**config.mk**
```make
export PLATFORM = sky130hd
export DESIGN_NAME = led_dimmer_flat
export DESIGN_NICKNAME = d
export VERILOG_FILES = /design/src/rtl/led_dimmer_pkg.sv /design/src/rtl/led_dimmer_if.sv /design/src/rtl/led_dimmer_pwm_timer.sv /design/src/rtl/led_dimmer.sv /design/src/flat_wrapper.sv
export SDC_FILE = /design/constraint.sdc
export NUM_CORES = 1
export LEC_CHECK = 0
export CORE_MARGIN = 2
export CORE_UTILIZATION = 35
export DETAILED_ROUTE_END_ITERATION = 10
export PLACE_DENSITY_LB_ADDON = 0.2
export SLEW_MARGIN = 20
export SYNTH_ARGS = -nofsm -noshare
export SYNTH_HDL_FRONTEND = slang
export SYNTH_SLANG_ARGS = --single-unit
```
**constraint.sdc**
```tcl
create_clock -name clk -period 2.6 [get_ports clk]
set_clock_uncertainty 0.15 [all_clocks]
set_input_delay 0.52 -clock clk [delete_from_list [all_inputs] [get_ports clk]]
set_output_delay 0.52 -clock clk [all_outputs]
set_load 0.02 [all_outputs]
```
**src/rtl/led_dimmer_pkg.sv**
```systemverilog
// Shared constants for the LED dimmer: register map, CTRL layout and reset values.
package led_pkg;

    localparam logic [1:0] LED_CTRL = 2'd0;
    localparam logic [1:0] LED_DUTY = 2'd1;
    localparam logic [1:0] LED_BDIV = 2'd2;
    localparam logic [1:0] LED_STAT = 2'd3;

    localparam int CTRL_EN_BIT    = 0;
    localparam int CTRL_BLINK_BIT = 1;

    localparam logic [7:0]  DUTY_RST = 8'hFF;
    localparam logic [15:0] BDIV_RST = 16'h00F9;

    // Field order puts blink_en at bit1 and enable at bit0, matching the CTRL register.
    typedef struct packed {
        logic blink_en;
        logic enable;
    } ctrl_t;

    localparam ctrl_t CTRL_RST = '{blink_en: 1'b0, enable: 1'b1};

    // Full-scale and zero duty are pinned so 0xFF means always on.
    function automatic logic pwm_level(input logic [7:0] duty, input logic [7:0] cnt);
        if (duty == 8'hFF) return 1'b1;
        if (duty == 8'h00) return 1'b0;
        return cnt < duty;
    endfunction

endpackage

```
**src/rtl/led_dimmer_if.sv**
```systemverilog
// Register port and LED pattern/pin bundle for the LED dimmer.
// Protocol: a write happens on every rising edge with wea=1; douta returns register[addra] one cycle later.
interface led_dimmer_if;
    logic        wea;
    logic [1:0]  addra;
    logic [31:0] dina;
    logic [31:0] douta;
    logic [7:0]  led_in;
    logic [7:0]  led_out;

    modport master (output wea, addra, dina, led_in, input douta, led_out);
    modport slave  (input wea, addra, dina, led_in, output douta, led_out);
endinterface

```
**src/rtl/led_dimmer_pwm_timer.sv**
```systemverilog
// PWM timebase: prescaler producing tick, and the 8-bit PWM phase counter.
module led_pwm_timer #(
    parameter int PRESCALE = 196
) (
    input  logic       clk,
    input  logic       rst,
    output logic       tick,
    output logic       period_end,
    output logic [7:0] pwm_cnt
);

    localparam logic [15:0] PRESC_LAST = 16'(PRESCALE - 1);

    logic [15:0] presc;

    assign tick       = (presc == PRESC_LAST);
    assign period_end = tick && (pwm_cnt == 8'hFF);

    always_ff @(posedge clk) begin
        if (rst) begin
            presc   <= '0;
            pwm_cnt <= '0;
        end else begin
            presc <= tick ? 16'd0 : presc + 16'd1;
            if (tick) pwm_cnt <= pwm_cnt + 8'd1;
        end
    end

endmodule

```
**src/rtl/led_dimmer.sv**
```systemverilog
// LED output stage: register file, blink generator and PWM gating of the LED pattern.
module led_dimmer
    import led_pkg::*;
#(
    parameter int PRESCALE = 196
) (
    input  logic         clk,
    input  logic         rst,
    led_dimmer_if.slave  bus
);

    ctrl_t       ctrl;
    logic [7:0]  duty;
    logic [15:0] bdiv;
    logic [15:0] blink_cnt;
    logic        blink_phase;
    logic [7:0]  led_q;
    logic [31:0] dout_q;
    logic [31:0] rd_data;

    logic        tick;
    logic        period_end;
    logic [7:0]  pwm_cnt;
    logic        blink_adv;
    logic        wr_ctrl;
    logic        blink_arm;
    logic        led_gate;

    led_pwm_timer #(.PRESCALE(PRESCALE)) u_timer (
        .clk        (clk),
        .rst        (rst),
        .tick       (tick),
        .period_end (period_end),
        .pwm_cnt    (pwm_cnt)
    );

    // period_end only ever fires on a tick; qualifying keeps the two strobes coherent.
    assign blink_adv = tick && period_end;
    assign wr_ctrl   = bus.wea && (bus.addra == LED_CTRL);
    assign blink_arm = wr_ctrl && bus.dina[CTRL_BLINK_BIT] && !ctrl.blink_en;
    assign led_gate  = ctrl.enable && pwm_level(duty, pwm_cnt) &&
                       (!ctrl.blink_en || blink_phase);

    always_comb begin
        rd_data = '0;
        case (bus.addra)
            LED_CTRL: rd_data = {30'd0, ctrl};
            LED_DUTY: rd_data = {24'd0, duty};
            LED_BDIV: rd_data = {16'd0, bdiv};
            default:  rd_data = {16'd0, pwm_cnt, 7'd0, blink_phase};
        endcase
    end

    always_ff @(posedge clk) begin
        if (rst) begin
            ctrl        <= CTRL_RST;
            duty        <= DUTY_RST;
            bdiv        <= BDIV_RST;
            blink_cnt   <= '0;
            blink_phase <= 1'b1;
            led_q       <= '0;
            dout_q      <= '0;
        end else begin
            if (wr_ctrl) ctrl <= ctrl_t'(bus.dina[1:0]);
            if (bus.wea && bus.addra == LED_DUTY) duty <= bus.dina[7:0];
            if (bus.wea && bus.addra == LED_BDIV) bdiv <= bus.dina[15:0];

            // Arming blink restarts the on-phase; otherwise the counter steps once per PWM period.
            if (blink_arm) begin
                blink_cnt   <= '0;
                blink_phase <= 1'b1;
            end else if (blink_adv) begin
                if (blink_cnt >= bdiv) begin
                    blink_cnt   <= '0;
                    blink_phase <= !blink_phase;
                end else begin
                    blink_cnt <= blink_cnt + 16'd1;
                end
            end

            led_q  <= bus.led_in & {8{led_gate}};
            dout_q <= rd_data;
        end
    end

    assign bus.led_out = led_q;
    assign bus.douta   = dout_q;

endmodule
```
**src/flat_wrapper.sv**
```systemverilog
// flat-port wrapper written by rule: the top's interface ports become plain ports
module led_dimmer_flat import led_pkg::*;
#(
    parameter int PRESCALE = 196
)
  (clk, rst, bus_wea, bus_addra, bus_dina, bus_led_in, bus_douta, bus_led_out);
  led_dimmer_if bus_i ();
  input  logic clk;
  input  logic rst;
  input wire logic [$bits(bus_i.wea)-1:0] bus_wea;
  input wire logic [$bits(bus_i.addra)-1:0] bus_addra;
  input wire logic [$bits(bus_i.dina)-1:0] bus_dina;
  input wire logic [$bits(bus_i.led_in)-1:0] bus_led_in;
  output wire logic [$bits(bus_i.douta)-1:0] bus_douta;
  output wire logic [$bits(bus_i.led_out)-1:0] bus_led_out;
  assign bus_i.wea = bus_wea;
  assign bus_i.addra = bus_addra;
  assign bus_i.dina = bus_dina;
  assign bus_i.led_in = bus_led_in;
  assign bus_douta = bus_i.douta;
  assign bus_led_out = bus_i.led_out;
  led_dimmer #(.PRESCALE(PRESCALE)) u_core (.clk(clk), .rst(rst), .bus(bus_i));
endmodule
```
==> flow_summary_export.csv, run 1 <==
group,metric,value,unit
run_status,status,"finished clean",
placement,numPortBuffers,52,
placement,gp_congestion,0.8045,
sta,slew_headroom,0.6511,
clock_tree,cts_inserted_buffers,9,
critical_path,reg2regPathDepth,8,
sta,finalCriticalPeriod,2.383,ns
hold_path,hold_start,"u_core.u_timer.presc[0]$_SDFF_PP0_",
synthesis,postSynth.asyncResetShare,0,
synthesis,yosys_register_bits,91,
synthesis,ys_types,51,
synthesis,synthFlopType,"dfxtp_1",
final_layout,drive_gt1_frac,0.07980,
drt,final_antenna_net_count,0,
synthesis,syn_area_per_cell,8.481,um2
sta,rsz0062_at_grt,"no",
floorplan,num_rows,41,
global_route,busiest_layer,"met2",
floorplan,initial_core_util,0.3551,
final_layout,antenna_cells,0,
synthesis,yosys.area.top_type_share,0.4099,
power,power_density,586.8,mW/mm2
synthesis,synth.most_common_cell,"dfxtp_1",
global_route,grt_use_met1,0.1954,
sta,slew_viol_final,0,
drt,firstDrtPassIters,4,
drt,vias,3653,
final_layout,fin_util,0.4383,
floorplan,die_area,0.01362,mm2
global_route,antenna_found_initial,0,
drt,first_iter_violations,194,
floorplan,core_area,0.01252,mm2
critical_path,end_kind,"flop",
sta,max_freq,419.6,MHz
clock_tree,clk_pin_slew,0.07,ns
sta,final-hold-violation-count,0,
synthesis,synth_top_area_cell,"dfxtp_1",
floorplan,ios,85,
synthesis,netlist_instances,524,
sta,setup_violations,0,
critical_path,cp.required,2.69,ns
critical_path,worst-setup-path-type,"flop to flop",
floorplan,die-height,116.7,um
global_route,grt_util_met3,0.05189,
placement,dp.final_hpwl,7790,um
critical_path,worstSetupStartpointType,"flop",
clock_tree,clockBufferDepth,2,
floorplan,die_w,116.7,um
sta,worst_pin_slew,0.5214,ns
global_route,grt_pass1_wl,16780,um
drt,vias_per_cell,4.800,
drt,wl,10200,um
clock_tree,clkLatencyLatePin,0.34,ns
sta,whs,0.3130,ns
critical_path,r2r-start,"u_core.u_timer.presc[0]$_SDFF_PP0_",
power,ir_drop,0.0003312,V
power,power.leakage,2.263,nW
clock_tree,root_buffer,"clkbuf_16",
global_route,grt_overflow_total,0,
drt,wl_per_cell,13.40,um
critical_path,worstPathArrival,2.48,ns
global_route,first_global_vias,3495,
sta,final.setup.tns,0,ns
synthesis,synth-warning-count,0,
global_route,grt_usage,0.1590,
hold_path,hold_path_depth,1,
synthesis,synth_edf_count,0,
sta,fin_crit_sh,0.9166,
hold_path,hold_class,"flop to flop",
synthesis,ys_top_cells_by_area,"dfxtp_1, ha_1, nor2_1",
global_route,met2_usage,0.2663,
drt,drc_errors,0,
flow_run,drv_cap,0,
clock_tree,cts_tree,"built",
synthesis,netlist_top_cells_count,"dfxtp_1, nor2_1, nand2_1, a21oi_1, inv_1",
critical_path,startpoint,"u_core.u_timer.presc[0]$_SDFF_PP0_",
clock_tree,cts_sinks,91,
clock_tree,cts-htree-levels,3,
final_layout,nets,655,
synthesis,ys_seq_area_frac,0.4099,
global_route,grt_max_degree,21,
final_layout,synthToLayoutAreaGrowth,23.45,%
critical_path,crit_fanout,8,
synthesis,synth_area,0.004444,mm2
## registers in the layout, summed over array words and instances (netlist names)
register,count
u_core.u_timer.pwm_cnt,8
u_core.bus.douta,16
u_core.blink_cnt,16
u_core.bus.led_out,8
u_core.duty,8
u_core.blink_phase,1
u_core.bdiv,16
u_core.ctrl,2
u_core.u_timer.presc,16
## layout by cell type, fill, tap and decap left out, types with 6 or more instances in the layout
cell,n
dfxtp_1,91
nor2_1,67
nand2_1,62
clkdlybuf4s50_1,52
a21oi_1,37
inv_1,29
ha_1,26
nand3_1,20
xor2_1,19
o21ai_0,19
buf_4,19
or3_1,16
conb_1,16
nand4_1,15
mux2i_1,11
xnor2_1,9
clkbuf_16,9
and3_1,7
a22oi_1,6
a211o_1,6
a311o_1,6
## where the power goes
| part | internal (mW) | total [mW] | switching [mW] |
|---|---|---|---|
| Combinational | 0.148 | 0.324 | 0.176 |
| Clock | 0.868 | 1.43 | 0.563 |
| Sequential | 1.44 | 1.46 | 0.0262 |
## cell type report
type | count | area, um2
Fill cell | 1287 | 7030
Multi-Input combinational cell | 382 | 2350
Sequential cell | 91 | 1822
Timing Repair Buffer | 71 | 663.1
Clock buffer | 10 | 239.0
Tap cell | 172 | 215.2
Inverter | 29 | 108.9
Clock inverter | 6 | 88.84
## logic make-up (layout without fill, tap and decap cells)
logic type | after synthesis | count (layout) | synth area share
buffers and inverters | 66 | 116 | 0.07545
XOR/XNOR | 28 | 28 | 0.05518
AO/OA/AOI/OAI | 84 | 84 | 0.1174
other | 1 | 16 | 0.0008438
flip-flops | 91 | 91 | 0.4099
AND/OR/NAND/NOR | 216 | 216 | 0.2382
adder cells (fa/ha/maj) | 26 | 26 | 0.07320
multiplexers | 12 | 12 | 0.02984
## critical path, cell delays in order, from the launching register on
cell and delay, ns:
dfxtp_1 0.37, ha_1 0.22, nor4b_4 0.26, nand4_1 0.21
or3_1 0.43, a31oi_1 0.24, or2_1 0.17, buf_4 0.16
nor2_1 0.06
## stage by stage
step / cell area (um2) / cells / power, mW / setup WS, ns
after CTS: 5480 / 761 / 3.252 / 0.1768
after floorplan: 4501 / 539 / 1.697 / 0.4291
after global placement: 5152 / 745 / 1.816 / 0.2267
after detailed placement: 5152 / 745 / 1.820 / 0.2063
after global routing: 5487 / 761 / 3.351 / 0.01718
final: 5487 / 761 / 3.220 / 0.2168
## routing by layer
metal | up-vias | share of wire
met2 | 50 | 0.49
li1 | 1883 | -
met3 | 10 | 0.030
met5 | - | 0
met1 | 1710 | 0.46
met4 | 0 | 0.019
## final timing paths
path                                                      endpoint  slack (ns)
worst max register to register    u_core.blink_cnt[5]$_SDFFE_PP0P_        0.22
worst min-delay path            u_core.u_timer.presc[0]$_SDFF_PP0_        0.31
worst min register to register  u_core.u_timer.presc[0]$_SDFF_PP0_        0.31
worst max-delay path              u_core.blink_cnt[5]$_SDFFE_PP0P_        0.22
## timing repair
action | CTS | global route
gates resized for setup | 0 | 1
hold buffers | 0 | 0
buffers inserted | 0 | 0
endpoints found under the setup margin | 0 | 1
No activity file was read; power rests on OpenSTA's default activity.
==> run 2: changes to the inputs <==
Settings changed: ABC_AREA set to 0, CORE_ASPECT_RATIO set to 2.
==> run 2 against run 1 <==
Sequential share of layout area up 0.18 points. Via count increased by 3.4%. Non-clock buffer count grew 1. Die area increased by 0.40%. Wire length increased by 7.4%. Flip-flop and latch count unchanged. Final cell count decreased by 2.8%. Critical path depth is the same. Register-to-register slack worse by 0.03 ns. Critical path type unchanged. Largest power group unchanged. Highest routed layer unchanged.
==> flow_summary_export.csv, run 2 (same netlist as run 1, synthesis figures left out) <==
group,metric,value,unit
floorplan,core_area,0.01248,mm2
hold_path,hold_path_depth,1,
drt,vias_per_cell,5.105,
power,power_switching,0.7604,mW
critical_path,crit_chain,"ha_1 > nor4b_4 > nand4_1 > or3_1 > a31oi_2 > or2_1 > buf_12 > a21oi_1",
drt,vias,3778,
final_layout,nets,656,
global_route,antenna_found_initial,0,
drt,wl_per_cell,14.79,um
floorplan,num_rows,58,
floorplan,die_w,83.68,um
drt,wl_met1,4429,um
critical_path,r2r_end,"u_core.blink_cnt[15]$_SDFFE_PP0P_",
global_route,grt_usage,0.1632,
critical_path,worstPathArrival,2.48,ns
power,combPwrFrac,0.107,
power,switching_share,0.2470,
critical_path,slowest_stage,"or3_1",
critical_path,end_kind,"flop",
placement,dp_cells,723,
sta,worst_pin_slew,0.5571,ns
sta,slew_headroom,0.6239,
placement,gp_congestion,0.8543,
critical_path,rrSetupSlack,0.19,ns
clock_tree,cts_tree,"built",
clock_tree,clockBufferDepth,2,
clock_tree,cts_sinks,91,
clock_tree,ctsHoldBuffers,0,
power,ir_drop,0.0003657,V
critical_path,worstSetupStartpointType,"flop",
global_route,grt_overflow_total,0,
power,intPower,2.317,mW
drt,first_iter_violations,123,
final_layout,layout_commonest_cell,"dfxtp_1",
sta,finalCriticalPeriod,2.415,ns
drt,topRoutingLayerUsed,"met4",
sta,slew_viol_final,0,
drt,wl_met3,368,um
global_route,first_global_vias,3618,
floorplan,initial_core_util,0.3561,
drt,drc_errors,0,
global_route,grt_pass1_wl,17750,um
final_layout,antenna_cells,0,
final_layout,layout_common_cells,"dfxtp_1, nor2_1, nand2_1",
critical_path,reg2regPathDepth,8,
critical_path,startpoint,"u_core.u_timer.presc[0]$_SDFF_PP0_",
sta,whs,0.3122,ns
placement,numPortBuffers,52,
power,clkPwrFrac,0.417,
clock_tree,root_buffer,"clkbuf_16",
placement,dp.final_hpwl,8487,um
final_layout,final_cells,740,
sta,rsz0062_at_grt,"no",
final_layout,synthToLayoutAreaGrowth,22.78,%
sta,setup_violations,0,
critical_path,critPathMaxStageDelay,0.44,ns
sta,final.setup.tns,0,ns
hold_path,min_to,"u_core.u_timer.presc[0]$_SDFF_PP0_",
hold_path,hold_start,"u_core.u_timer.presc[0]$_SDFF_PP0_",
flow_run,drv_cap,0,
sta,max_freq,414.1,MHz
drt,wl,10950,um
sta,fin_crit_sh,0.9287,
final_layout,fin_util,0.4371,
clock_tree,cts-htree-levels,3,
critical_path,r2r-start,"u_core.u_timer.presc[0]$_SDFF_PP0_",
sta,final-hold-violation-count,0,
global_route,grt_max_degree,28,
final_layout,drive_gt1_frac,0.08305,
critical_path,worst-setup-path-type,"flop to flop",
clock_tree,clkLatencyLatePin,0.34,ns
floorplan,die_area,0.01367,mm2
clock_tree,cts_inserted_buffers,9,
floorplan,ios,85,
drt,final_antenna_net_count,0,
critical_path,crit_fanout,16,
clock_tree,clk_pin_slew,0.07,ns
hold_path,hold_class,"flop to flop",
power,power_density,564.1,mW/mm2
drt,wl_met2,5914,um
critical_path,cp.required,2.67,ns
power,power.leakage,2.260,nW
run_status,status,"finished clean",
power,seq_power_share,0.476,
drt,firstDrtPassIters,4,
floorplan,die-height,163.4,um
-- run 2: cell types whose count changed in the layout (fill, tap and decap cells not counted), sizes merged --
cell    change
buf         +1
bufinv      -2
clkbuf      +2
clkinv      -1
inv         +1
-- run 2: worst max-delay path by stage --
stage / end / slack (ns)
2_1_floorplan: u_core.blink_cnt[5]$_SDFFE_PP0P_ / 0.43
3_3_place_gp: u_core.u_timer.presc[6]$_SDFF_PP0_ / 0.15
3_5_place_dp: u_core.u_timer.presc[12]$_SDFF_PP0_ / 0.10
4_1_cts: u_core.blink_cnt[15]$_SDFFE_PP0P_ / 0.08
5_1_grt: u_core.blink_cnt[15]$_SDFFE_PP0P_ / 0.03
6_report: u_core.blink_cnt[15]$_SDFFE_PP0P_ / 0.19
-- run 2: final cells by class --
cell class / instances / area (um2)
Clock inverter: 4 / 32.53
Tap cell: 150 / 187.7
Fill cell: 1260 / 7025
Inverter: 29 / 108.9
Sequential cell: 91 / 1822
Timing Repair Buffer: 72 / 683.2
Multi-Input combinational cell: 382 / 2356
Clock buffer: 12 / 266.5
-- run 2: power groups by stage --
stage          clock, mW  sequential [mW]  combinational, mW
6_report            1.28             1.46              0.329
5_1_grt             1.38             1.47              0.359
4_1_cts             1.32             1.46              0.330
3_5_place_dp           0             1.50              0.328
3_3_place_gp           0             1.50              0.324
2_1_floorplan          0             1.52              0.180
-- run 2: repair_timing --
| action | 4_1_cts | 5_1_grt |
|---|---|---|
| endpoints found under the setup margin | 0 | 16 |
| setup buffers | 0 | 1 |
| resized for setup | 0 | 2 |
-- run 2: layer usage --
| layer | track usage | vias up |
|---|---|---|
| li1 | - | 1892 |
| met4 | 0.05718 | 0 |
| met3 | 0.03183 | 11 |
| met1 | 0.1777 | 1788 |
| met5 | 0 | - |
| met2 | 0.3091 | 87 |
-- run 2: per-stage QoR --
| stage | setup WS [ns] | instance area, um2 | total power [mW] |
|---|---|---|---|
| 3_3_place_gp | 0.1451 | 5137 | 1.819 |
| 3_5_place_dp | 0.1044 | 5137 | 1.825 |
| 4_1_cts | 0.08360 | 5436 | 3.112 |
| 2_1_floorplan | 0.4291 | 4501 | 1.697 |
| 6_report | 0.1854 | 5456 | 3.078 |
| 5_1_grt | 0.02797 | 5456 | 3.201 |
-- run 2: critical path: cells and delay by family, from the launching register on --
family          cells  cell delay (ns)
compound gates      2             0.24
fa+ha+maj           1             0.23
buf+inv             1             0.15
flops               1             0.37
simple gates        4             1.14
